File: config.mk
export PLATFORM = sky130hd
export DESIGN_NAME = instruction_prefetch_buffer
export DESIGN_NICKNAME = d
export VERILOG_FILES = /design/src/rtl/instruction_prefetch_buffer.sv
export SDC_FILE = /design/constraint.sdc
export NUM_CORES = 1
export LEC_CHECK = 0
export BUFFER_PORTS_ARGS = -buffer_cell sky130_fd_sc_hd__buf_2
export CORE_MARGIN = 4
export CORE_UTILIZATION = 30
export DETAILED_ROUTE_END_ITERATION = 16
export HOLD_SLACK_MARGIN = 0.15
export PLACE_DENSITY_LB_ADDON = 0.12
export SLEW_MARGIN = 40
export SYNTH_ARGS = -nofsm -noshare
export SYNTH_HDL_FRONTEND = slang
export SYNTH_SLANG_ARGS = --single-unit
File: constraint.sdc
create_clock -name clk -period 4.1 [get_ports clk]
set_input_delay 0.205 -clock clk [delete_from_list [all_inputs] [get_ports clk]]
set_output_delay 0.205 -clock clk [all_outputs]
set_load 0.01 [all_outputs]
File: src/rtl/instruction_prefetch_buffer.sv
// Instruction prefetch buffer: fetches 32-bit words, queues 16-bit parcels and presents
// compressed/32-bit instructions. Define FETCH_PERF_CNT_EN to add the decoder stall counter.
module instruction_prefetch_buffer #(
  parameter int unsigned DEPTH      = 8,
  parameter logic [31:0] RESET_ADDR = 32'h0000_0000
) (
  input  logic        clk,
  input  logic        rst,
  output logic        mem_req_valid,
  output logic [31:0] mem_req_addr,
  input  logic        mem_req_ready,
  input  logic        mem_rsp_valid,
  input  logic [31:0] mem_rsp_data,
  input  logic        redirect_valid,
  input  logic [31:0] redirect_addr,
  output logic        inst_valid,
  input  logic        inst_ready,
  output logic [31:0] inst_data,
  output logic        inst_compressed,
  output logic [31:0] inst_addr
`ifdef FETCH_PERF_CNT_EN
  ,
  output logic [31:0] perf_stall_cycles
`endif
);

  localparam int unsigned PTR_W = $clog2(DEPTH);
  localparam int unsigned CNT_W = PTR_W + 1;
  localparam logic [CNT_W-1:0] FILL_LIMIT  = CNT_W'(DEPTH - 2);
  localparam logic [31:0]      RESET_FETCH = {RESET_ADDR[31:2], 2'b00};

  logic [15:0]      buf_q [DEPTH];
  logic [PTR_W-1:0] rd_ptr_q, rd_ptr_d;
  logic [PTR_W-1:0] wr_ptr_q, wr_ptr_d;
  logic [CNT_W-1:0] count_q, count_d;
  logic [31:0]      fetch_addr_q, fetch_addr_d;
  logic             half_q, half_d;
  logic [31:0]      inst_addr_q, inst_addr_d;
  logic             outstanding_q, outstanding_d;
  logic             discard_q, discard_d;
  logic             req_valid_q, req_valid_d;
  logic [31:0]      req_addr_q, req_addr_d;

  logic [15:0] head_lo;
  logic [15:0] head_hi;
  logic        head_rvc;
  logic        avail;
  logic        pop;
  logic        push;
  logic        rsp_take;
  logic [1:0]  pop_n;
  logic [1:0]  push_n;
  logic        unused_redirect_bit0;

  assign unused_redirect_bit0 = redirect_addr[0];

  // Head decode feeds the decoder with no register stage
  assign head_lo         = buf_q[rd_ptr_q];
  assign head_hi         = buf_q[rd_ptr_q + PTR_W'(1)];
  assign head_rvc        = (head_lo[1:0] != 2'b11);
  assign avail           = head_rvc ? (count_q >= CNT_W'(1)) : (count_q >= CNT_W'(2));
  assign inst_valid      = !rst && avail;
  assign inst_compressed = head_rvc;
  assign inst_data       = rst ? 32'h0 : (head_rvc ? {16'h0, head_lo} : {head_hi, head_lo});
  assign inst_addr       = inst_addr_q;
  assign mem_req_valid   = !rst && req_valid_q;
  assign mem_req_addr    = rst ? RESET_FETCH : req_addr_q;

  assign pop      = avail && inst_ready && !redirect_valid;
  assign pop_n    = !pop ? 2'd0 : (head_rvc ? 2'd1 : 2'd2);
  assign rsp_take = outstanding_q && mem_rsp_valid;
  assign push     = rsp_take && !discard_q && !redirect_valid;
  assign push_n   = !push ? 2'd0 : (half_q ? 2'd1 : 2'd2);

  always_comb begin
    rd_ptr_d      = rd_ptr_q + PTR_W'(pop_n);
    wr_ptr_d      = wr_ptr_q + PTR_W'(push_n);
    count_d       = count_q + CNT_W'(push_n) - CNT_W'(pop_n);
    inst_addr_d   = inst_addr_q + {29'd0, pop_n, 1'b0};
    fetch_addr_d  = fetch_addr_q;
    half_d        = half_q;
    outstanding_d = outstanding_q;
    discard_d     = discard_q;
    req_valid_d   = req_valid_q;
    req_addr_d    = req_addr_q;

    if (push) begin
      fetch_addr_d = fetch_addr_q + 32'd4;
      half_d       = 1'b0;
    end
    if (rsp_take) begin
      outstanding_d = 1'b0;
      discard_d     = 1'b0;
    end
    if (req_valid_q && mem_req_ready) begin
      req_valid_d   = 1'b0;
      outstanding_d = 1'b1;
    end

    // A flush lets any in-flight request finish but marks its data as stale
    if (redirect_valid) begin
      rd_ptr_d     = '0;
      wr_ptr_d     = '0;
      count_d      = '0;
      fetch_addr_d = {redirect_addr[31:2], 2'b00};
      half_d       = redirect_addr[1];
      inst_addr_d  = {redirect_addr[31:2], redirect_addr[1], 1'b0};
      discard_d    = outstanding_d || req_valid_d;
    end

    if (!req_valid_d && !outstanding_d && (count_d <= FILL_LIMIT)) begin
      req_valid_d = 1'b1;
      req_addr_d  = fetch_addr_d;
    end
  end

  always_ff @(posedge clk) begin
    if (rst) begin
      rd_ptr_q      <= '0;
      wr_ptr_q      <= '0;
      count_q       <= '0;
      fetch_addr_q  <= RESET_FETCH;
      half_q        <= RESET_ADDR[1];
      inst_addr_q   <= RESET_ADDR;
      outstanding_q <= 1'b0;
      discard_q     <= 1'b0;
      req_valid_q   <= 1'b0;
      req_addr_q    <= RESET_FETCH;
    end else begin
      rd_ptr_q      <= rd_ptr_d;
      wr_ptr_q      <= wr_ptr_d;
      count_q       <= count_d;
      fetch_addr_q  <= fetch_addr_d;
      half_q        <= half_d;
      inst_addr_q   <= inst_addr_d;
      outstanding_q <= outstanding_d;
      discard_q     <= discard_d;
      req_valid_q   <= req_valid_d;
      req_addr_q    <= req_addr_d;
    end
  end

  // Parcel storage; a halfword-entry response only carries its upper parcel
  always_ff @(posedge clk) begin
    if (!rst && push) begin
      if (half_q) begin
        buf_q[wr_ptr_q] <= mem_rsp_data[31:16];
      end else begin
        buf_q[wr_ptr_q]               <= mem_rsp_data[15:0];
        buf_q[wr_ptr_q + PTR_W'(1)]   <= mem_rsp_data[31:16];
      end
    end
  end

`ifdef FETCH_PERF_CNT_EN
  logic [31:0] stall_cnt_q;

  // Cycles where the decoder was ready but no instruction was available
  always_ff @(posedge clk) begin
    if (rst) begin
      stall_cnt_q <= 32'h0;
    end else if (inst_ready && !avail && (stall_cnt_q != 32'hFFFF_FFFF)) begin
      stall_cnt_q <= stall_cnt_q + 32'd1;
    end
  end

  assign perf_stall_cycles = stall_cnt_q;
`endif

endmodule

==> impl_results.html, run 1 <==
<table>
<tr><th>Metric</th><th>Value</th></tr>
<tr><th colspan="2">Timing</th></tr>
<tr><td>Setup-failing EPs final</td><td>0</td></tr>
<tr><td>Shortest clock period the worst path allows after layout</td><td>3810 ps</td></tr>
<tr><td>Hold violation count in the final report</td><td>0</td></tr>
<tr><td>Setup TNS Final</td><td>0 ps</td></tr>
<tr><td>Fraction of the cycle the final worst path needs</td><td>between 90 and 100%</td></tr>
<tr><td>Achievable frequency</td><td>approximately 0.26 GHz</td></tr>
<tr><td>Pin slew with the least headroom to its limit</td><td>roughly 760 ps</td></tr>
<tr><td>Final worst setup slack</td><td>just under 300 ps</td></tr>
<tr><td>Final number of max-transition violations</td><td>0</td></tr>
<tr><td>Clk_skew</td><td>around 22 ps</td></tr>
<tr><td>Slew HR</td><td>47.9%</td></tr>
<tr><td>Setup repair after global routing missed its margin</td><td>no</td></tr>
<tr><th colspan="2">Placed design</th></tr>
<tr><td>Number of instances in the placed design</td><td>just under 2,000</td></tr>
<tr><td>Final weighted congestion in routability-driven placement</td><td>approximately 0.79</td></tr>
<tr><td>Final HPWL from detailed placement</td><td>27,600 um</td></tr>
<tr><td>Quantity of I/O buffers inserted on ports</td><td>about 170</td></tr>
<tr><td>Dpl ws</td><td>a little under 300 ps</td></tr>
<tr><th colspan="2">Routing</th></tr>
<tr><td>Drt wl/cell</td><td>roughly 20 um</td></tr>
<tr><td>Number of vias in the routed layout</td><td>about 10,000</td></tr>
<tr><td>DRC violation total after the first TritonRoute iteration</td><td>559</td></tr>
<tr><td>Pre-antenna DRT Iters</td><td>5</td></tr>
<tr><td>Mean number of vias per cell</td><td>around 5</td></tr>
<tr><td>Routed wire length</td><td>around 42,000 um</td></tr>
<tr><td>WL met3</td><td>2240 um</td></tr>
<tr><td>Routed length on met1</td><td>roughly 18,000 um</td></tr>
<tr><td>Count of unresolved DRC violations after routing</td><td>0</td></tr>
<tr><td>Highest metal layer with signal wires</td><td>met4</td></tr>
<tr><td>Detailed route wirelength on metal2</td><td>roughly 20,000 um</td></tr>
<tr><td>DRT antenna net count</td><td>0</td></tr>
<tr><th colspan="2">GRT</th></tr>
<tr><td>Vias in the first global route</td><td>10,400</td></tr>
<tr><td>Antenna violations before repair</td><td>0</td></tr>
<tr><td>GRT Util Overall</td><td>between 10% and 20%</td></tr>
<tr><td>First-pass GRT wire length</td><td>~63,000 um</td></tr>
<tr><td>Congestion Overflow GR</td><td>0</td></tr>
<tr><td>Pin count of the biggest net entering global routing</td><td>68</td></tr>
<tr><th colspan="2">Yosys</th></tr>
<tr><td>Unique masters post-synth</td><td>between 50 and 60</td></tr>
<tr><td>Sequential share of the synthesized area</td><td>a little under half</td></tr>
<tr><td>Mux share of post-synthesis cell area</td><td>between 10% and 20%</td></tr>
<tr><td>Synth Net Count</td><td>about 1,400</td></tr>
<tr><td>Compound-Gate Fraction of Synth Area</td><td>12.5%</td></tr>
<tr><td>Ys flop type</td><td>sky130_fd_sc_hd__edfxtp_1</td></tr>
<tr><td>Post-Syn Instances</td><td>~1,300</td></tr>
<tr><td>Share of synthesized registers carrying an async set or reset</td><td>0%</td></tr>
<tr><td>Largest family of logic cells by synthesized area</td><td>simple AND/OR/NAND/NOR gates</td></tr>
<tr><td>Netlist area before placement</td><td>around 13,000 um^2</td></tr>
<tr><td>Xor/xnor share of the synthesized area</td><td>roughly 3.1%</td></tr>
<tr><td>Average cell area after synthesis</td><td>between 10 and 15 um^2</td></tr>
<tr><td>Count of state elements after synthesis</td><td>237</td></tr>
<tr><td>Synthesis warning total</td><td>0</td></tr>
<tr><td>Post-synth EDFFs</td><td>128</td></tr>
<tr><td>Post-synthesis adder-cell area fraction</td><td>between 1.5 and 2%</td></tr>
<tr><td>Synth Area in Simple Gates</td><td>16.1%</td></tr>
<tr><th colspan="2">Die</th></tr>
<tr><td>Initial Util</td><td>between 30 and 40%</td></tr>
<tr><td>Chip Width</td><td>approximately 220 um</td></tr>
<tr><td>I/O pin count</td><td>169</td></tr>
<tr><td>Die outline area</td><td>~47,000 um^2</td></tr>
<tr><td>Core region area</td><td>about 43,000 um^2</td></tr>
<tr><td>Site row count</td><td>76</td></tr>
<tr><td>Chip height</td><td>~220 um</td></tr>
<tr><th colspan="2">Layout</th></tr>
<tr><td>Final cell count without fillers</td><td>approximately 2,100</td></tr>
<tr><td>Commonest cells after routing, fill and taps aside</td><td>190 x sky130_fd_sc_hd__a21oi_1, 181 x sky130_fd_sc_hd__nor2_1, 165 x sky130_fd_sc_hd__buf_2, 128 x sky130_fd_sc_hd__edfxtp_1, 108 x sky130_fd_sc_hd__dfxtp_1</td></tr>
<tr><td>Relative area change from synthesis to final layout</td><td>24.8%</td></tr>
<tr><td>Nets</td><td>1,578</td></tr>
<tr><td>Fillers</td><td>4,316</td></tr>
<tr><td>Layout cells sized above 1</td><td>24.9%</td></tr>
<tr><td>Number of antenna repair diodes</td><td>0</td></tr>
<tr><td>Commonest non-fill, non-tap cell in the layout</td><td>sky130_fd_sc_hd__a21oi_1</td></tr>
<tr><th colspan="2">Clock tree</th></tr>
<tr><td>Post_cts resized</td><td>0</td></tr>
<tr><td>TritonCTS Buffers</td><td>29</td></tr>
<tr><td>Number of levels the H-tree was split into</td><td>1</td></tr>
<tr><td>CTS clock-pin slew for the worst setup and hold paths</td><td>roughly 60 ps</td></tr>
<tr><td>Buffer depth of the longest clock path</td><td>3</td></tr>
<tr><td>Clock tree from TritonCTS</td><td>built</td></tr>
<tr><td>Clock latency reported for the late side of the worst-skew pair</td><td>approximately 570 ps</td></tr>
<tr><td>Number of clock sinks</td><td>~240</td></tr>
<tr><td>Clk root buf</td><td>sky130_fd_sc_hd__clkbuf_16</td></tr>
<tr><th colspan="2">Pwr</th></tr>
<tr><td>Total Power</td><td>between 5 and 6 mW</td></tr>
<tr><td>Total leakage power</td><td>~6.1 nW</td></tr>
<tr><td>Pwr dens</td><td>around 360 nW/um^2</td></tr>
<tr><td>VDD IR-drop max</td><td>approximately 0.3 mV</td></tr>
<tr><th colspan="2">Run status</th></tr>
<tr><td>Outcome</td><td>finished, final reports clean</td></tr>
<tr><th colspan="2">Min path</th></tr>
<tr><td>Kind of path behind the tightest hold check</td><td>in -&gt; reg</td></tr>
<tr><th colspan="2">Worst setup path</th></tr>
<tr><td>Crit path capture type</td><td>flop</td></tr>
<tr><td>Required time at the endpoint of the critical path</td><td>about 4500 ps</td></tr>
<tr><td>Max Fanout on Critical Path</td><td>33</td></tr>
<tr><td>Worst Path Class, Setup</td><td>reg -&gt; reg</td></tr>
<tr><td>Setup crit start kind</td><td>flop</td></tr>
<tr><td>Arrival time reported for the critical path endpoint</td><td>between 4000 and 5000 ps</td></tr>
<tr><th colspan="2">Job</th></tr>
<tr><td>Number of maximum-capacitance violations</td><td>0</td></tr>
</table>
-- sequential cells by signal, indices dropped and copies added (netlist names) --
signal,flops
buf_q,128
wr_ptr_q,3
count_q,4
req_valid_q,1
discard_q,1
outstanding_q,1
half_q,1
inst_addr,31
fetch_addr_q,32
rd_ptr_q,3
req_addr_q,32
-- path summary, 6_finish.rpt --
check | from | end | slack, ps | cells after the start
worst max-delay path | rd_ptr_q[0]$_SDFF_PP0_ | req_addr_q[29]$_SDFFE_PP0P_ | 290 | 16
worst min-delay path | mem_rsp_data[15] | buf_q[2][15]$_DFFE_PP_ | 190 | 4
worst max register to register | rd_ptr_q[0]$_SDFF_PP0_ | req_addr_q[29]$_SDFFE_PP0P_ | 290 | 16
worst min register to register | fetch_addr_q[0]$_SDFF_PP0_ | fetch_addr_q[0]$_SDFF_PP0_ | 460 | 1
-- logic make-up (layout without fill, tap and decap cells) --
kind of cell / after synthesis / count (layout)
simple gates: 432 / 432
buf+inv: 148 / 382
other cells: 1 / 1
xor+xnor: 46 / 46
compound gates: 278 / 278
mux: 121 / 121
fa+ha+maj: 17 / 17
flops: 237 / 237
-- where the power goes --
part           switching, mW  total, mW  leakage, nW  internal (mW)
combinational          0.360      0.677         3.55          0.318
clock                   1.05       2.50        0.463           1.46
sequential            0.0624       2.66         2.05           2.60
total                   1.47       5.84         6.07           4.37
-- final cells by class --
class,count,area (um^2),area share (%)
clock buffer,36,772,4.76
clock inverter,18,145,0.894
inverter,47,176,1.09
multi-input combinational,895,6500,40.1
sequential,237,6030,37.1
tap,585,732,4.51
timing repair buffer,281,1870,11.5
-- layer usage --
layer | vias to the layer above | global-route usage [%]
met1 | 4982 | 23.0
li1 | 5067 | -
met5 | - | 0
met2 | 294 | 30.1
met4 | 0 | 4.01
met3 | 60 | 2.71
-- Yosys cell counts, types with 4 or more instances --
cell type | n | area (um^2)
sky130_fd_sc_hd__dfxtp_1 | 109 | 2180
sky130_fd_sc_hd__and4_1 | 6 | 52.6
sky130_fd_sc_hd__nor4_1 | 9 | 56.3
sky130_fd_sc_hd__a211oi_1 | 4 | 30.0
sky130_fd_sc_hd__buf_2 | 4 | 20.0
sky130_fd_sc_hd__clkbuf_1 | 81 | 304
sky130_fd_sc_hd__or3_1 | 5 | 31.3
sky130_fd_sc_hd__nand2_1 | 67 | 251
sky130_fd_sc_hd__nand4_1 | 25 | 156
sky130_fd_sc_hd__edfxtp_1 | 128 | 3840
sky130_fd_sc_hd__nand3_1 | 30 | 150
sky130_fd_sc_hd__nand2b_1 | 5 | 31.3
sky130_fd_sc_hd__o21ai_0 | 11 | 55.1
sky130_fd_sc_hd__a21oi_1 | 190 | 951
sky130_fd_sc_hd__o31ai_1 | 6 | 45.0
sky130_fd_sc_hd__buf_1 | 15 | 56.3
sky130_fd_sc_hd__fa_1 | 5 | 100
sky130_fd_sc_hd__o21a_1 | 4 | 30.0
sky130_fd_sc_hd__mux4_2 | 64 | 1440
sky130_fd_sc_hd__nor3_1 | 13 | 65.1
sky130_fd_sc_hd__a21boi_0 | 29 | 218
sky130_fd_sc_hd__mux2i_1 | 34 | 340
sky130_fd_sc_hd__inv_1 | 46 | 173
sky130_fd_sc_hd__ha_1 | 12 | 150
sky130_fd_sc_hd__a21o_1 | 7 | 52.6
sky130_fd_sc_hd__o2bb2ai_1 | 8 | 70.1
sky130_fd_sc_hd__o31a_1 | 5 | 43.8
sky130_fd_sc_hd__or4_1 | 6 | 45.0
sky130_fd_sc_hd__nor2b_1 | 42 | 263
sky130_fd_sc_hd__xor2_1 | 29 | 254
sky130_fd_sc_hd__and3_1 | 15 | 93.8
sky130_fd_sc_hd__and2_1 | 7 | 43.8
sky130_fd_sc_hd__xnor2_1 | 17 | 149
sky130_fd_sc_hd__nor2_1 | 181 | 679
sky130_fd_sc_hd__mux2_2 | 23 | 259
-- worst max-delay path, cell delays in order, from the launching register on --
cell and delay [ps]:
sky130_fd_sc_hd__dfxtp_4 420, sky130_fd_sc_hd__mux4_2 510, sky130_fd_sc_hd__mux2i_1 180, sky130_fd_sc_hd__nor2_1 90, sky130_fd_sc_hd__inv_1 90, sky130_fd_sc_hd__o2111a_1 230, sky130_fd_sc_hd__ha_1 230, sky130_fd_sc_hd__inv_1 50
sky130_fd_sc_hd__ha_1 150, sky130_fd_sc_hd__inv_1 60, sky130_fd_sc_hd__fa_1 380, sky130_fd_sc_hd__xor2_1 170, sky130_fd_sc_hd__nor3b_1 280, sky130_fd_sc_hd__a211oi_2 130, sky130_fd_sc_hd__nand2_2 110, sky130_fd_sc_hd__buf_12 220
sky130_fd_sc_hd__mux2_2 360
-- per-stage QoR --
| step | hold slack, ps | instance area, um^2 | utilization, % |
|---|---|---|---|
| after global placement | 448 | 14700 | 34.2 |
| after floorplan | 350 | 13000 | - |
| after global routing | 198 | 16200 | 37.8 |
| after CTS | 151 | 16200 | 37.8 |
| final | 189 | 16200 | 37.8 |
| after detailed placement | 449 | 14700 | 34.2 |
-- timing repair --
item | CTS | global route
buffers inserted | 0 | 0
hold buffers | 61 | 0
endpoints found under the hold margin | 203 | 0
Power figures use the tool's default switching activity.
==> run 2, diff against run 1 <==
Settings changed: ABC_AREA set to 1.
==> run 2 against run 1 <==
- setup slack better by 100 ps
- synthesized cell count rose by 50%
- routed wire length is 26% higher
- maximum frequency increased by 2.8%
- clock skew decreased by 11 ps
- combinational power up 19%
- critical path depth grew 7
- non-clock buffer count is 4 lower
- critical path type unchanged
==> impl_results.html, run 2 <==
<table>
<tr><th>Metric</th><th>Value</th></tr>
<tr><th colspan="2">Layout</th></tr>
<tr><td>Fillers</td><td>4,757</td></tr>
<tr><td>Leading registers by flop count</td><td>buf_q (128), fetch_addr_q (32), req_addr_q (32)</td></tr>
<tr><td>Number of antenna repair diodes</td><td>0</td></tr>
<tr><td>Commonest cells after routing, fill and taps aside</td><td>429 x sky130_fd_sc_hd__nand2_1, 228 x sky130_fd_sc_hd__nor2_1, 197 x sky130_fd_sc_hd__inv_1, 167 x sky130_fd_sc_hd__o21ai_0, 165 x sky130_fd_sc_hd__buf_2</td></tr>
<tr><td>Share of the core filled with cells in the final layout</td><td>a little under two fifths</td></tr>
<tr><td>Cell area after layout</td><td>between 15,000 and 20,000 um^2</td></tr>
<tr><td>Commonest non-fill, non-tap cell in the layout</td><td>sky130_fd_sc_hd__nand2_1</td></tr>
<tr><td>Nets</td><td>between 2,000 and 2,500</td></tr>
<tr><td>Layout cells sized above 1</td><td>between 10 and 15%</td></tr>
<tr><td>Flip-flop count of the largest register after layout</td><td>128</td></tr>
<tr><td>Relative area change from synthesis to final layout</td><td>22.7%</td></tr>
<tr><td>Top register by number of flip-flops</td><td>buf_q</td></tr>
<tr><th colspan="2">Timing</th></tr>
<tr><td>Setup TNS Final</td><td>0 ps</td></tr>
<tr><td>Shortest clock period the worst path allows after layout</td><td>around 3700 ps</td></tr>
<tr><td>Slew HR</td><td>48.2%</td></tr>
<tr><td>Fraction of the cycle the final worst path needs</td><td>90.3%</td></tr>
<tr><td>Setup repair after global routing missed its margin</td><td>no</td></tr>
<tr><td>Hold violation count in the final report</td><td>0</td></tr>
<tr><td>Final number of max-transition violations</td><td>0</td></tr>
<tr><td>Hold Slack</td><td>178 ps</td></tr>
<tr><td>Clk_skew</td><td>11.0 ps</td></tr>
<tr><td>Achievable frequency</td><td>about 0.27 GHz</td></tr>
<tr><td>Pin slew with the least headroom to its limit</td><td>776 ps</td></tr>
<tr><td>Setup-failing EPs final</td><td>0</td></tr>
<tr><th colspan="2">Clock tree</th></tr>
<tr><td>Setup Fix Bufs, Post-CTS</td><td>0</td></tr>
<tr><td>Clk root buf</td><td>sky130_fd_sc_hd__clkbuf_16</td></tr>
<tr><td>Clock latency reported for the late side of the worst-skew pair</td><td>560 ps</td></tr>
<tr><td>Number of levels the H-tree was split into</td><td>1</td></tr>
<tr><td>CTS clock-pin slew for the worst setup and hold paths</td><td>about 60 ps</td></tr>
<tr><td>Number of clock sinks</td><td>roughly 240</td></tr>
<tr><td>Buffer depth of the longest clock path</td><td>3</td></tr>
<tr><td>TritonCTS Buffers</td><td>30</td></tr>
<tr><td>Clock tree from TritonCTS</td><td>built</td></tr>
<tr><th colspan="2">Placed design</th></tr>
<tr><td>Total placed instance area</td><td>~15,000 um^2</td></tr>
<tr><td>Final weighted congestion in routability-driven placement</td><td>0.928</td></tr>
<tr><td>Quantity of I/O buffers inserted on ports</td><td>between 150 and 200</td></tr>
<tr><td>Final HPWL from detailed placement</td><td>36,000 um</td></tr>
<tr><th colspan="2">Min path</th></tr>
<tr><td>Depth of the worst hold-timing path</td><td>5</td></tr>
<tr><td>Kind of path behind the tightest hold check</td><td>in -&gt; reg</td></tr>
<tr><td>Worst-case hold path end point</td><td>buf_q[0][7]$_DFFE_PP_</td></tr>
<tr><td>Min-delay src</td><td>mem_rsp_data[7]</td></tr>
<tr><th colspan="2">Yosys</th></tr>
<tr><td>Sequential share of the synthesized area</td><td>43.4%</td></tr>
<tr><td>Share of the synthesized area in the top cell type</td><td>27.7%</td></tr>
<tr><td>Synth Net Count</td><td>about 2,000</td></tr>
<tr><td>Cell type with the highest aggregate area in the netlist</td><td>sky130_fd_sc_hd__edfxtp_1</td></tr>
<tr><td>Post-synth EDFFs</td><td>around 130</td></tr>
<tr><td>Count of state elements after synthesis</td><td>between 200 and 250</td></tr>
<tr><td>Synthesis warning total</td><td>0</td></tr>
<tr><td>Share of synthesized registers carrying an async set or reset</td><td>0%</td></tr>
<tr><td>Unique masters post-synth</td><td>between 40 and 50</td></tr>
<tr><td>Ys flop type</td><td>sky130_fd_sc_hd__edfxtp_1</td></tr>
<tr><td>Post-Syn Instances</td><td>between 1,500 and 2,000</td></tr>
<tr><td>Biggest area contributors in the synthesized netlist</td><td>sky130_fd_sc_hd__edfxtp_1 28%, sky130_fd_sc_hd__dfxtp_1 16%, sky130_fd_sc_hd__nand2_1 12%, sky130_fd_sc_hd__o21ai_0 6.3%, sky130_fd_sc_hd__nor2_1 6.2%</td></tr>
<tr><td>Netlist area before placement</td><td>between 10,000 and 15,000 um^2</td></tr>
<tr><td>Average cell area after synthesis</td><td>about 7.2 um^2</td></tr>
<tr><td>Ranking of synthesized cells by instance count</td><td>430 x sky130_fd_sc_hd__nand2_1, 230 x sky130_fd_sc_hd__nor2_1, 199 x sky130_fd_sc_hd__inv_1, 174 x sky130_fd_sc_hd__o21ai_0, 152 x sky130_fd_sc_hd__o21ai_1</td></tr>
<tr><td>Dominant cell by count in the synthesized netlist</td><td>sky130_fd_sc_hd__nand2_1</td></tr>
<tr><th colspan="2">Worst setup path</th></tr>
<tr><td>Endpoint of the most critical register-to-register path</td><td>req_addr_q[12]$_SDFFE_PP0P_</td></tr>
<tr><td>Worst Path Class, Setup</td><td>reg -&gt; reg</td></tr>
<tr><td>Max Fanout on Critical Path</td><td>21</td></tr>
<tr><td>Setup crit start kind</td><td>flop</td></tr>
<tr><td>Required time at the endpoint of the critical path</td><td>~4600 ps</td></tr>
<tr><td>Critical R2R Launch</td><td>rd_ptr_q[0]$_SDFF_PP0_</td></tr>
<tr><td>Cells on worst reg2reg path</td><td>23</td></tr>
<tr><td>Crit path capture type</td><td>flop</td></tr>
<tr><td>Arrival time reported for the critical path endpoint</td><td>4160 ps</td></tr>
<tr><td>Setup slack on the worst flop-to-flop path</td><td>roughly 400 ps</td></tr>
<tr><th colspan="2">Die</th></tr>
<tr><td>Initial Util</td><td>30.5%</td></tr>
<tr><td>I/O pin count</td><td>around 170</td></tr>
<tr><td>Chip Width</td><td>223 um</td></tr>
<tr><td>Chip height</td><td>roughly 220 um</td></tr>
<tr><td>Die outline area</td><td>~50,000 um^2</td></tr>
<tr><td>Core region area</td><td>around 46,000 um^2</td></tr>
<tr><td>Site row count</td><td>78</td></tr>
<tr><th colspan="2">GRT</th></tr>
<tr><td>Pin count of the biggest net entering global routing</td><td>81</td></tr>
<tr><td>Met3 track demand over resource</td><td>under 10%</td></tr>
<tr><td>GRT Util Overall</td><td>between 20% and 30%</td></tr>
<tr><td>Vias in the first global route</td><td>roughly 13,000</td></tr>
<tr><td>Global routing usage on met2</td><td>between 30% and 40%</td></tr>
<tr><td>Met1 layer usage reported by global route</td><td>26.5%</td></tr>
<tr><td>Grt peak-use layer</td><td>met2</td></tr>
<tr><td>Congestion Overflow GR</td><td>0</td></tr>
<tr><td>First-pass GRT wire length</td><td>79,900 um</td></tr>
<tr><td>Antenna violations before repair</td><td>0</td></tr>
<tr><th colspan="2">Run status</th></tr>
<tr><td>Outcome</td><td>finished, final reports clean</td></tr>
<tr><th colspan="2">Pwr</th></tr>
<tr><td>Pwr dens</td><td>between 300 and 400 nW/um^2</td></tr>
<tr><td>Total leakage power</td><td>~7.3 nW</td></tr>
<tr><td>Total Power</td><td>slightly above 6 mW</td></tr>
<tr><td>VDD IR-drop max</td><td>between 0.3 and 0.4 mV</td></tr>
<tr><th colspan="2">Routing</th></tr>
<tr><td>DRT antenna net count</td><td>0</td></tr>
<tr><td>Pre-antenna DRT Iters</td><td>5</td></tr>
<tr><td>Routed wire length</td><td>52,500 um</td></tr>
<tr><td>Drt wl/cell</td><td>around 19 um</td></tr>
<tr><td>Mean number of vias per cell</td><td>around 5.0</td></tr>
<tr><td>DRC violation total after the first TritonRoute iteration</td><td>between 1,000 and 1,500</td></tr>
<tr><td>Count of unresolved DRC violations after routing</td><td>0</td></tr>
<tr><td>Number of vias in the routed layout</td><td>13,600</td></tr>
<tr><th colspan="2">Job</th></tr>
<tr><td>Number of maximum-capacitance violations</td><td>0</td></tr>
</table>
-- run 2: cell types whose count changed in the layout (fill, tap and decap cells not counted), sizes merged, moves of 23 or more --
cell | previous run | this run
nand2 | 67 | 439
mux2i | 34 | 0
a21boi | 29 | 1
mux4 | 64 | 0
o211ai | 0 | 37
nor2b | 42 | 0
nor2 | 181 | 240
nand3 | 30 | 92
a21oi | 190 | 95
o21ai | 11 | 340
mux2 | 23 | 0
inv | 47 | 207
-- run 2: metrics by stage --
stage / worst slack (ps) / cells
2_1_floorplan: 564 / 1916
4_1_cts: 26.7 / 2743
3_5_place_dp: 37.2 / 2628
6_report: 397 / 2743
3_3_place_gp: 75.7 / 2628
5_1_grt: 9.69 / 2743
-- run 2: worst max-delay path by stage --
stage / from / endpoint / slack, ps / depth (start not counted)
2_1_floorplan: rd_ptr_q[0]$_SDFF_PP0_ / req_addr_q[18]$_SDFFE_PP0P_ / 560 / 20
3_3_place_gp: rd_ptr_q[0]$_SDFF_PP0_ / req_addr_q[31]$_SDFFE_PP0P_ / 80 / 22
3_5_place_dp: rd_ptr_q[0]$_SDFF_PP0_ / req_addr_q[26]$_SDFFE_PP0P_ / 40 / 22
4_1_cts: rd_ptr_q[0]$_SDFF_PP0_ / req_addr_q[26]$_SDFFE_PP0P_ / 30 / 22
5_1_grt: rd_ptr_q[0]$_SDFF_PP0_ / req_addr_q[10]$_SDFFE_PP0P_ / 10 / 24
6_report: rd_ptr_q[0]$_SDFF_PP0_ / req_addr_q[12]$_SDFFE_PP0P_ / 400 / 23
-- run 2: cell families after synthesis --
group                    Yosys count  synth area share [%]
AND/OR/NAND/NOR                  816                  24.5
AO/OA/AOI/OAI                    510                  20.0
buffers and inverters            314                  8.98
flip-flops                       237                  43.4
XOR/XNOR                          21                  1.38
adder cells (fa/ha/maj)           17                  1.80
other                              1                0.0270
-- run 2: routing by layer --
layer	routed length, um	part of all wire [%]
met1	23000	44
met2	24900	47
met3	2760	5.2
met4	1880	3.6
met5	0	0
-- run 2: power breakdown --
part	switching (mW)	total (mW)	internal, mW
clock network	1.04	2.62	1.58
registers	0.0719	2.68	2.61
logic	0.500	0.803	0.302
-- run 2: worst max-delay path: stages, from the launching register on --
cell and delay, ps:
sky130_fd_sc_hd__dfxtp_4 450, sky130_fd_sc_hd__nor2_1 70, sky130_fd_sc_hd__nor2_1 80, sky130_fd_sc_hd__o21ai_0 80, sky130_fd_sc_hd__nand2_1 60, sky130_fd_sc_hd__inv_1 30, sky130_fd_sc_hd__o21ai_1 210, sky130_fd_sc_hd__nand2_2 180
sky130_fd_sc_hd__buf_4 180, sky130_fd_sc_hd__o211ai_1 70, sky130_fd_sc_hd__inv_1 80, sky130_fd_sc_hd__ha_1 290, sky130_fd_sc_hd__inv_1 60, sky130_fd_sc_hd__ha_1 160, sky130_fd_sc_hd__inv_1 50, sky130_fd_sc_hd__fa_1 460
sky130_fd_sc_hd__nor3_1 200, sky130_fd_sc_hd__a21oi_1 90, sky130_fd_sc_hd__nand2_1 140, sky130_fd_sc_hd__buf_4 140, sky130_fd_sc_hd__buf_4 240, sky130_fd_sc_hd__o21ai_0 110, sky130_fd_sc_hd__o21ai_0 100, sky130_fd_sc_hd__inv_1 50
-- run 2: layout make-up --
class	instances	area [um^2]	share of cell area (%)
Multi-Input combinational cell	1365	6660	39.1
Timing Repair Buffer	277	1870	11.0
Sequential cell	237	6030	35.4
Tap cell	600	751	4.40
Clock buffer	46	832	4.88
Inverter	208	782	4.59
Clock inverter	10	124	0.727
-- run 2: what timing repair did --
action,4_1_cts,5_1_grt
endpoints found under the setup margin,0,25
hold buffers,59,0
resized for setup,0,3
endpoints found under the hold margin,203,0
==> run 3, diff against run 2 <==
Settings changed: CTS_BUF_LIST set to sky130_fd_sc_hd__clkbuf_2 sky130_fd_sc_hd__clkbuf_4 sky130_fd_sc_hd__clkbuf_8.
==> run 3 against run 2 <==
- worst hold slack better by 33 ps
- combinational power rose by 2%
- clock-buffer cell count rose by 28
- cell area up 1.4%
- sequential share of layout area shrank 0.50 points
- core utilization grew 0.54 points
- first-iteration DRC count grew 1.1%
- sequential cell count is the same
- global-route usage grew 0.42 points
- total power shrank 0.57%
- critical endpoint is now inst_data[22]
==> impl_results.html, run 3 (synthesized netlist as in run 2, its figures left out) <==
<table>
<tr><th>Metric</th><th>Value</th></tr>
<tr><th colspan="2">Pwr</th></tr>
<tr><td>VDD IR-drop max</td><td>between 0.2 and 0.25 mV</td></tr>
<tr><td>Pwr dens</td><td>~350 nW/um^2</td></tr>
<tr><td>Power share of the combinational group</td><td>approximately 14%</td></tr>
<tr><td>Total Power</td><td>around 6 mW</td></tr>
<tr><td>Total leakage power</td><td>~7.4 nW</td></tr>
<tr><td>Switching power summed over all nets</td><td>approximately 1.7 mW</td></tr>
<tr><td>Switching share of power</td><td>27.8%</td></tr>
<tr><td>Share of power burned in the clock network</td><td>42.3%</td></tr>
<tr><td>Sequential share of power</td><td>between 40% and 50%</td></tr>
<tr><td>Cell-internal power</td><td>~4.4 mW</td></tr>
<tr><th colspan="2">Timing</th></tr>
<tr><td>Hold Slack</td><td>211 ps</td></tr>
<tr><td>Slew HR</td><td>a little under half</td></tr>
<tr><td>Setup TNS Final</td><td>0 ps</td></tr>
<tr><td>Clk_skew</td><td>about 46 ps</td></tr>
<tr><td>Pin slew with the least headroom to its limit</td><td>~800 ps</td></tr>
<tr><td>Setup-failing EPs final</td><td>0</td></tr>
<tr><td>Fraction of the cycle the final worst path needs</td><td>about nine tenths</td></tr>
<tr><td>Final number of max-transition violations</td><td>0</td></tr>
<tr><td>Shortest clock period the worst path allows after layout</td><td>3710 ps</td></tr>
<tr><td>Setup repair after global routing missed its margin</td><td>no</td></tr>
<tr><td>Hold violation count in the final report</td><td>0</td></tr>
<tr><td>Achievable frequency</td><td>roughly 0.27 GHz</td></tr>
<tr><td>Final worst setup slack</td><td>between 300 and 400 ps</td></tr>
<tr><th colspan="2">Placed design</th></tr>
<tr><td>Dpl ws</td><td>approximately 37 ps</td></tr>
<tr><td>Final weighted congestion in routability-driven placement</td><td>approximately 0.93</td></tr>
<tr><td>Number of instances in the placed design</td><td>roughly 2,600</td></tr>
<tr><td>Quantity of I/O buffers inserted on ports</td><td>approximately 170</td></tr>
<tr><td>Final HPWL from detailed placement</td><td>approximately 36,000 um</td></tr>
<tr><th colspan="2">Job</th></tr>
<tr><td>Number of maximum-capacitance violations</td><td>0</td></tr>
<tr><th colspan="2">Die</th></tr>
<tr><td>Site row count</td><td>78</td></tr>
<tr><td>Chip height</td><td>between 200 and 250 um</td></tr>
<tr><td>Initial Util</td><td>between 30% and 40%</td></tr>
<tr><td>Core region area</td><td>between 40,000 and 50,000 um^2</td></tr>
<tr><td>Chip Width</td><td>about 220 um</td></tr>
<tr><td>Die outline area</td><td>around 50,000 um^2</td></tr>
<tr><td>I/O pin count</td><td>between 150 and 200</td></tr>
<tr><th colspan="2">Worst setup path</th></tr>
<tr><td>Worst Path Class, Setup</td><td>reg -&gt; out</td></tr>
<tr><td>Crit path capture type</td><td>output pin</td></tr>
<tr><td>Setup crit start kind</td><td>flop</td></tr>
<tr><td>Cells on worst reg2reg path</td><td>23</td></tr>
<tr><td>Crit. Startpoint</td><td>rd_ptr_q[1]$_SDFF_PP0_</td></tr>
<tr><td>Critical R2R Launch</td><td>rd_ptr_q[0]$_SDFF_PP0_</td></tr>
<tr><td>Required time at the endpoint of the critical path</td><td>approximately 4000 ps</td></tr>
<tr><td>Max Fanout on Critical Path</td><td>40</td></tr>
<tr><td>Most frequent cell on the critical path</td><td>sky130_fd_sc_hd__buf_4</td></tr>
<tr><td>Series of cell instances along the critical path</td><td>buf_4 -&gt; buf_4 -&gt; ha_2 -&gt; o21ai_0 -&gt; o211ai_1 -&gt; nand3_1 -&gt; nor2_1 -&gt; buf_2</td></tr>
<tr><td>Largest incremental delay on the critical path</td><td>around 770 ps</td></tr>
<tr><td>Crit-path slowest cell</td><td>sky130_fd_sc_hd__ha_2</td></tr>
<tr><td>Arrival time reported for the critical path endpoint</td><td>between 3000 and 4000 ps</td></tr>
<tr><th colspan="2">Routing</th></tr>
<tr><td>Pre-antenna DRT Iters</td><td>5</td></tr>
<tr><td>DRC violation total after the first TritonRoute iteration</td><td>slightly above 1,000</td></tr>
<tr><td>DRT antenna net count</td><td>0</td></tr>
<tr><td>Number of vias in the routed layout</td><td>between 10,000 and 15,000</td></tr>
<tr><td>Count of unresolved DRC violations after routing</td><td>0</td></tr>
<tr><td>Routed wire length</td><td>~53,000 um</td></tr>
<tr><td>Mean number of vias per cell</td><td>4.96</td></tr>
<tr><td>Drt wl/cell</td><td>about 19 um</td></tr>
<tr><th colspan="2">Layout</th></tr>
<tr><td>Commonest cells after routing, fill and taps aside</td><td>429 x sky130_fd_sc_hd__nand2_1, 228 x sky130_fd_sc_hd__nor2_1, 197 x sky130_fd_sc_hd__inv_1, 167 x sky130_fd_sc_hd__o21ai_0, 165 x sky130_fd_sc_hd__buf_2</td></tr>
<tr><td>Top register by number of flip-flops</td><td>buf_q</td></tr>
<tr><td>Flip-flop count of the largest register after layout</td><td>128</td></tr>
<tr><td>Commonest non-fill, non-tap cell in the layout</td><td>sky130_fd_sc_hd__nand2_1</td></tr>
<tr><td>Layout cells sized above 1</td><td>between 10% and 20%</td></tr>
<tr><td>Leading registers by flop count</td><td>buf_q (128), fetch_addr_q (32), req_addr_q (32)</td></tr>
<tr><td>Number of antenna repair diodes</td><td>0</td></tr>
<tr><td>Nets</td><td>between 2,000 and 2,500</td></tr>
<tr><td>Final cell count without fillers</td><td>~2,800</td></tr>
<tr><td>Relative area change from synthesis to final layout</td><td>24.5%</td></tr>
<tr><th colspan="2">Clock tree</th></tr>
<tr><td>Clock latency reported for the late side of the worst-skew pair</td><td>around 640 ps</td></tr>
<tr><td>TritonCTS Buffers</td><td>47</td></tr>
<tr><td>Buffer depth of the longest clock path</td><td>3</td></tr>
<tr><td>Clk root buf</td><td>sky130_fd_sc_hd__clkbuf_8</td></tr>
<tr><td>Clock tree from TritonCTS</td><td>built</td></tr>
<tr><td>Number of clock sinks</td><td>about 240</td></tr>
<tr><td>Number of levels the H-tree was split into</td><td>2</td></tr>
<tr><td>CTS clock-pin slew for the worst setup and hold paths</td><td>~50 ps</td></tr>
<tr><th colspan="2">GRT</th></tr>
<tr><td>Global routing usage on met2</td><td>36.0%</td></tr>
<tr><td>GRT Util Overall</td><td>a little over a fifth</td></tr>
<tr><td>Antenna violations before repair</td><td>0</td></tr>
<tr><td>Met1 layer usage reported by global route</td><td>26.2%</td></tr>
<tr><td>Met3 track demand over resource</td><td>roughly 3.5%</td></tr>
<tr><td>Grt peak-use layer</td><td>met2</td></tr>
<tr><td>Congestion Overflow GR</td><td>0</td></tr>
<tr><td>First-pass GRT wire length</td><td>a little over 80,000 um</td></tr>
<tr><td>Pin count of the biggest net entering global routing</td><td>81</td></tr>
<tr><td>Vias in the first global route</td><td>approximately 14,000</td></tr>
<tr><th colspan="2">Min path</th></tr>
<tr><td>Min-delay src</td><td>mem_rsp_data[1]</td></tr>
<tr><td>Kind of path behind the tightest hold check</td><td>in -&gt; reg</td></tr>
<tr><td>Depth of the worst hold-timing path</td><td>5</td></tr>
<tr><th colspan="2">Run status</th></tr>
<tr><td>Outcome</td><td>finished, final reports clean</td></tr>
</table>
[run 3: changes by cell type in the layout (fill, tap and decap cells not counted), sizes merged]
cell         change
clkbuf          +28
bufinv           -2
dlygate4sd3     +21
inv              +2
[run 3: stage by stage]
stage | util, % | instance area, um^2
floorplan | - | 13900
global placement | 34.0 | 15500
detailed placement | 34.0 | 15500
CTS | 37.9 | 17300
global route | 37.9 | 17300
finish | 37.9 | 17300
[run 3: metal layers]
| layer | routed length (um) | share of wire, % |
|---|---|---|
| met1 | 23100 | 43 |
| met2 | 25300 | 47 |
| met3 | 2930 | 5.5 |
| met4 | 1950 | 3.7 |
| met5 | 0 | 0 |
[run 3: worst paths after layout]
kind / endpoint / slack, ps
max: inst_data[22] / 390
max reg2reg: req_addr_q[12]$_SDFFE_PP0P_ / 420
min reg2reg: fetch_addr_q[1]$_SDFF_PP0_ / 430
min: buf_q[5][1]$_DFFE_PP_ / 210
[run 3: area by class of cell]
| type | count | area [um^2] |
|---|---|---|
| Sequential cell | 237 | 6030 |
| Tap cell | 600 | 751 |
| Inverter | 208 | 782 |
| Fill cell | 4753 | 28300 |
| Clock buffer | 74 | 893 |
| Multi-Input combinational cell | 1365 | 6660 |
| Clock inverter | 10 | 96.3 |
| Timing Repair Buffer | 298 | 2080 |
[run 3: repair_timing]
item	4_1_cts	5_1_grt
hold endpoints to repair	221	0
endpoints found under the setup margin	0	14
setup buffers	0	0
resized for setup	0	3
hold buffers	80	0
[run 3: power groups by stage]
| stage | registers [mW] | logic, mW | clock network [mW] |
|---|---|---|---|
| after detailed placement | 2.73 | 0.765 | 0 |
| after global routing | 2.70 | 0.929 | 2.77 |
| after floorplan | 2.72 | 0.460 | 0 |
| after CTS | 2.68 | 0.829 | 2.64 |
| after global placement | 2.73 | 0.757 | 0 |
| final | 2.68 | 0.819 | 2.57 |
[run 3: worst max-delay path: cells and delay by family, from the launching register on]
family | cells | cell delay, ps
AO/OA/AOI/OAI | 2 | 460
adder cells (fa/ha/maj) | 1 | 770
buffers and inverters | 3 | 870
flip-flops | 1 | 340
AND/OR/NAND/NOR | 2 | 450
